`config.mk`:
```
export PLATFORM = sky130hd
export DESIGN_NAME = bsr_piso_ctrl
export DESIGN_NICKNAME = d
export VERILOG_FILES = /design/src/rtl/bsr_pkg.sv /design/src/rtl/bsr_shift_reg.sv /design/src/rtl/bsr_piso_ctrl.sv
export SDC_FILE = /design/constraint.sdc
export NUM_CORES = 1
export LEC_CHECK = 0
export CORE_AREA = 2 2 39 41
export CTS_BUF_LIST = sky130_fd_sc_hd__clkbuf_4
export DETAILED_ROUTE_END_ITERATION = 6
export DIE_AREA = 0 0 41 43
export MAX_ROUTING_LAYER = met4
export PLACE_DENSITY = 0.66
export SLEW_MARGIN = 20
export SYNTH_ARGS = -nofsm -noshare
export SYNTH_HDL_FRONTEND = slang
export SYNTH_SLANG_ARGS = --single-unit
export TNS_END_PERCENT = 10
```
`constraint.sdc`:
```
create_clock -name clk -period 1.57 [get_ports clk]
set_input_delay 0.3925 -clock clk [delete_from_list [all_inputs] [get_ports clk]]
set_output_delay 0.3925 -clock clk [all_outputs]
set_load 0.02 [all_outputs]
```
`src/rtl/bsr_pkg.sv`:
```
// Shared types and constants for the bidirectional PISO transmit controller.
package bsr_pkg;

  typedef enum logic [1:0] {
    IDLE  = 2'd0,
    SHIFT = 2'd1,
    GAP   = 2'd2
  } state_t;

  localparam logic DIR_LEFT  = 1'b1;
  localparam logic DIR_RIGHT = 1'b0;

endpackage

```
`src/rtl/bsr_shift_reg.sv`:
```
// Parameterized bidirectional parallel-in/serial-out shift register.
module bsr_shift_reg
  import bsr_pkg::*;
#(
  parameter int WIDTH = 4
) (
  input  logic             clk,
  input  logic             rst,
  input  logic             load,
  input  logic             shift_en,
  input  logic             dir,
  input  logic [WIDTH-1:0] pin,
  output logic             sout
);

  logic [WIDTH-1:0] sr_reg;

  always_ff @(posedge clk) begin
    if (rst) begin
      sr_reg <= '0;
    end else if (load) begin
      sr_reg <= pin;
    end else if (shift_en) begin
      if (dir == DIR_LEFT) begin
        sr_reg <= {sr_reg[WIDTH-2:0], 1'b0};
      end else begin
        sr_reg <= {1'b0, sr_reg[WIDTH-1:1]};
      end
    end
  end

  // The bit leaving the register is the one presented on the serial line.
  assign sout = (dir == DIR_LEFT) ? sr_reg[WIDTH-1] : sr_reg[0];

endmodule

```
`src/rtl/bsr_piso_ctrl.sv`:
```
// Transmit controller: valid/ready word intake, serialization through
// bsr_shift_reg, and a programmable idle gap between words.
module bsr_piso_ctrl
  import bsr_pkg::*;
#(
  parameter int WIDTH = 4,
  parameter int GAP   = 1
) (
  input  logic             clk,
  input  logic             rst,
  input  logic             in_valid,
  output logic             in_ready,
  input  logic [WIDTH-1:0] in_data,
  input  logic             in_dir,
  output logic             sout,
  output logic             sout_valid,
  output logic             frame_start,
  output logic             done,
  output logic             busy
);

  localparam int CW = $clog2(WIDTH);
  localparam int GW = (GAP > 0) ? $clog2(GAP + 1) : 1;

  state_t          state_reg, state_next;
  logic [CW-1:0]   bit_cnt_reg, bit_cnt_next;
  logic            dir_reg;
  logic            load;
  logic            in_shift;
  logic            bit_last;
  logic            gap_last;
  logic            sr_sout;

  assign in_shift = (state_reg == SHIFT);
  assign bit_last = (bit_cnt_reg == CW'(WIDTH - 1));
  assign load     = in_valid && in_ready;

  always_ff @(posedge clk) begin
    if (rst) begin
      state_reg   <= IDLE;
      bit_cnt_reg <= '0;
      dir_reg     <= DIR_RIGHT;
    end else begin
      state_reg   <= state_next;
      bit_cnt_reg <= bit_cnt_next;
      if (load) begin
        dir_reg <= in_dir;
      end
    end
  end

  always_comb begin
    state_next   = state_reg;
    bit_cnt_next = bit_cnt_reg;
    case (state_reg)
      IDLE: begin
        if (load) begin
          state_next   = SHIFT;
          bit_cnt_next = '0;
        end
      end
      SHIFT: begin
        if (bit_last) begin
          bit_cnt_next = '0;
          state_next   = (GAP > 0) ? bsr_pkg::GAP : IDLE;
        end else begin
          bit_cnt_next = bit_cnt_reg + 1'b1;
        end
      end
      bsr_pkg::GAP: begin
        if (gap_last) begin
          state_next = IDLE;
        end
      end
      default: begin
        state_next   = IDLE;
        bit_cnt_next = '0;
      end
    endcase
  end

  // The gap counter only exists when there is a gap to time.
  generate
    if (GAP > 0) begin : g_gap
      logic [GW-1:0] gap_cnt_reg;

      assign gap_last = (gap_cnt_reg == GW'(GAP - 1));

      always_ff @(posedge clk) begin
        if (rst) begin
          gap_cnt_reg <= '0;
        end else if (state_reg == bsr_pkg::GAP) begin
          gap_cnt_reg <= gap_last ? '0 : gap_cnt_reg + 1'b1;
        end
      end
    end else begin : g_no_gap
      assign gap_last = 1'b1;
    end
  endgenerate

  bsr_shift_reg #(
    .WIDTH (WIDTH)
  ) u_shift_reg (
    .clk      (clk),
    .rst      (rst),
    .load     (load),
    .shift_en (in_shift),
    .dir      (dir_reg),
    .pin      (in_data),
    .sout     (sr_sout)
  );

  // Every output is forced low while reset is asserted, even mid-frame.
  assign in_ready    = !rst && (state_reg == IDLE);
  assign sout_valid  = !rst && in_shift;
  assign sout        = sout_valid && sr_sout;
  assign frame_start = sout_valid && (bit_cnt_reg == '0);
  assign done        = sout_valid && bit_last;
  assign busy        = !rst && (state_reg != IDLE);

endmodule

```
==> impl_metrics.env <==
export IMPL_min_from="u_shift_reg.sr_reg[1]"
export IMPL_place_gp_congestion=0.754
export IMPL_final_cell_mix="buf_4, nor2_1, nand2_1, dfxtp_1, clkdlybuf4s50_1"
export IMPL_hold_viol=0
export IMPL_intPower_mw=0.447
export IMPL_dp_hpwl_um=823
export IMPL_crit_path_start="rst"
export IMPL_synth_nets=69
export IMPL_track_usage_pct=14.8
export IMPL_drive_gt1_share_pct=40.5
export IMPL_r2r_start="state_reg[1]"
export IMPL_ys_ff_latch=9
export IMPL_htreeDepth=1
export IMPL_netlist_area_um2=505
export IMPL_p_switching_mw=0.166
export IMPL_final_nets=95
export IMPL_tightest_slew_ns=0.242
export IMPL_initial_core_util_pct=36.5
export IMPL_drt_pre_antenna_iters=2
export IMPL_rows=14
export IMPL_n_antenna_cell=0
export IMPL_layout_min_cycle_time_ns=1.51
export IMPL_hold_ws_ns=0.540
export IMPL_synth_cell_types=25
export IMPL_cts_buffers=3
export IMPL_seq_power_share_pct=42.3
export IMPL_share_comb_of_total_power_pct=26.5
export IMPL_hold_class="reg2reg"
export IMPL_cts_tree="yes"
export IMPL_grt_start_max_net_pins=10
export IMPL_largest_register_ffs=4
export IMPL_start_kind="input port"
export IMPL_grt_overflow=0
export IMPL_cts_hold_buf=0
export IMPL_drv_cap=0
export IMPL_peakVddDrop_v=0.000530
export IMPL_reg2reg_to="u_shift_reg.sr_reg[2]"
export IMPL_detail_route_antenna_nets=0
export IMPL_p_sw_share_pct=27.0
export IMPL_r2r_setup_slack_ns=0.26
export IMPL_antenna_found_initial=0
export IMPL_clkPwrFrac_pct=31.2
export IMPL_numPortBuffers=13
export IMPL_fp_dieH_um=43
export IMPL_root_buffer="clkbuf_4"
export IMPL_cts_sinks=9
export IMPL_relSlewSlack_pct=83.8
export IMPL_wl_per_cell_um=10.5
export IMPL_timing_fmax_mhz=663
export IMPL_synthesis_instances=59
export IMPL_grt_setup_unrepaired="yes"
export IMPL_post_cts_setup_buffer_count=0
export IMPL_drt_wl_total_um=1050
export IMPL_grt_pass1_wl_um=1740
export IMPL_hold_depth=2
export IMPL_final_common_cell="buf_4"
export IMPL_place_ws_ns=-0.628
export IMPL_final_util_pct=53.9
export IMPL_crit_required_ns=1.18
export IMPL_first_iter_violations=3
export IMPL_yosysSeqAreaShare_pct=35.6
export IMPL_path_clk_slew_ns=0.06
export IMPL_die_x_um=41
export IMPL_finalPower_mw=0.613
export IMPL_critPathArrivalTime_ns=1.12
export IMPL_first_global_vias=451
export IMPL_die_area_um2=1760
export IMPL_timing_final_ws_setup_ns=0.0621
export IMPL_yosys_warnings=0
export IMPL_path_class="in2out"
export IMPL_status="completed"
export IMPL_fin_skew_ns=0.00668
export IMPL_period_share_pct=96.0
export IMPL_cp_end_kind="primary output"
export IMPL_syn_area_per_cell_um2=8.57
export IMPL_p_leak_nw=0.320
export IMPL_coreArea_um2=1380
export IMPL_hold_end="u_shift_reg.sr_reg[0]"
export IMPL_drcViolationCount=0
export IMPL_clockBufferDepth=2
export IMPL_syn2layout_area_growth_pct=47.5
export IMPL_via_count=469
export IMPL_avgViaCountPerCell=4.69
export IMPL_power_density_nw_per_um2=822
export IMPL_slew_violations=0
export IMPL_ff2ff_path_depth=7
export IMPL_crit_fanout=4
export IMPL_io_pins=14
export IMPL_clk_latency_ns=0.25
export IMPL_report_final_setup_viol=0
[worst max-delay path: stages]
cell             delay (ns)
dlygate4sd2_1          0.26
nand2b_4               0.15
inv_2                  0.06
clkdlybuf4s15_2        0.25
[cells in the mapped netlist, drive strengths merged]
| cell | number | share of area (%) |
|---|---|---|
| buf | 3 | 4.7 |
| and2 | 4 | 5.4 |
| nand2 | 8 | 6.4 |
| dfxtp | 9 | 36 |
| nand2b | 1 | 1.2 |
| nand3b | 1 | 1.5 |
| ha | 2 | 4.9 |
| a21oi | 4 | 5.4 |
| a311oi | 1 | 3.0 |
| inv | 4 | 3.0 |
| o21ai | 2 | 2.0 |
| nor2 | 8 | 5.9 |
| a22oi | 2 | 3.0 |
| a31oi | 1 | 2.5 |
| o211ai | 2 | 3.0 |
| nor3 | 2 | 4.0 |
| mux2i | 3 | 5.9 |
| nor2b | 2 | 2.5 |
[repair_timing]
item / CTS / global route
gates cloned: 0 / 0
pin swaps: 0 / 0
resized for setup: 26 / 6
endpoints found under the setup margin: 6 / 5
[metal layers]
| layer | routed length (um) | global-route usage (%) | part of all wire [%] | up-vias |
|---|---|---|---|---|
| li1 | - | - | - | 247 |
| met1 | 481 | 16.9 | 46 | 211 |
| met2 | 515 | 22.8 | 49 | 9 |
| met3 | 44 | 4.71 | 4.2 | 2 |
| met4 | 7 | 6.00 | 0.67 | 0 |
| met5 | 0 | - | 0 | - |
[logic make-up (layout without fill, tap and decap cells)]
group	after synthesis	count (layout)	synth area share, %
AO/OA/AOI/OAI	12	12	18.8
adder cells (fa/ha/maj)	2	2	4.95
buffers and inverters	7	32	7.67
flip-flops	9	9	35.6
multiplexers	3	3	5.94
AND/OR/NAND/NOR	26	26	27.0
[metrics by stage]
stage	setup TNS (ns)	cell area, um^2	cells
final	0	746	100
after global routing	-0.0132	746	100
after CTS	0	738	100
after detailed placement	-4.26	714	96
after global placement	-4.04	714	96
after floorplan	0	505	59
[how the worst max path moves through the flow]
stage / end / slack [ns] / depth (start not counted)
3_5_place_dp: done / -0.63 / 5
5_1_grt: done / -0.01 / 5
4_1_cts: frame_start / 0.002 / 5
2_1_floorplan: done / 0.06 / 5
3_3_place_gp: frame_start / -0.61 / 5
6_report: sout_valid / 0.06 / 4
[power groups by stage]
stage                     sequential [mW]  combinational [mW]  clock (mW)
after floorplan                     0.262              0.0937           0
after global placement              0.262               0.161           0
after detailed placement            0.263               0.163           0
after CTS                           0.258               0.161       0.196
after global routing                0.262               0.177       0.208
final                               0.259               0.162       0.191
[cell type report]
type | count | area [um^2]
Clock buffer | 4 | 30.0
Fill cell | 142 | 638
Inverter | 4 | 15.0
Multi-Input combinational cell | 43 | 302
Sequential cell | 9 | 183
Tap cell | 16 | 20.0
Timing Repair Buffer | 24 | 196
Note: power is estimated with default switching activity, not from simulation.
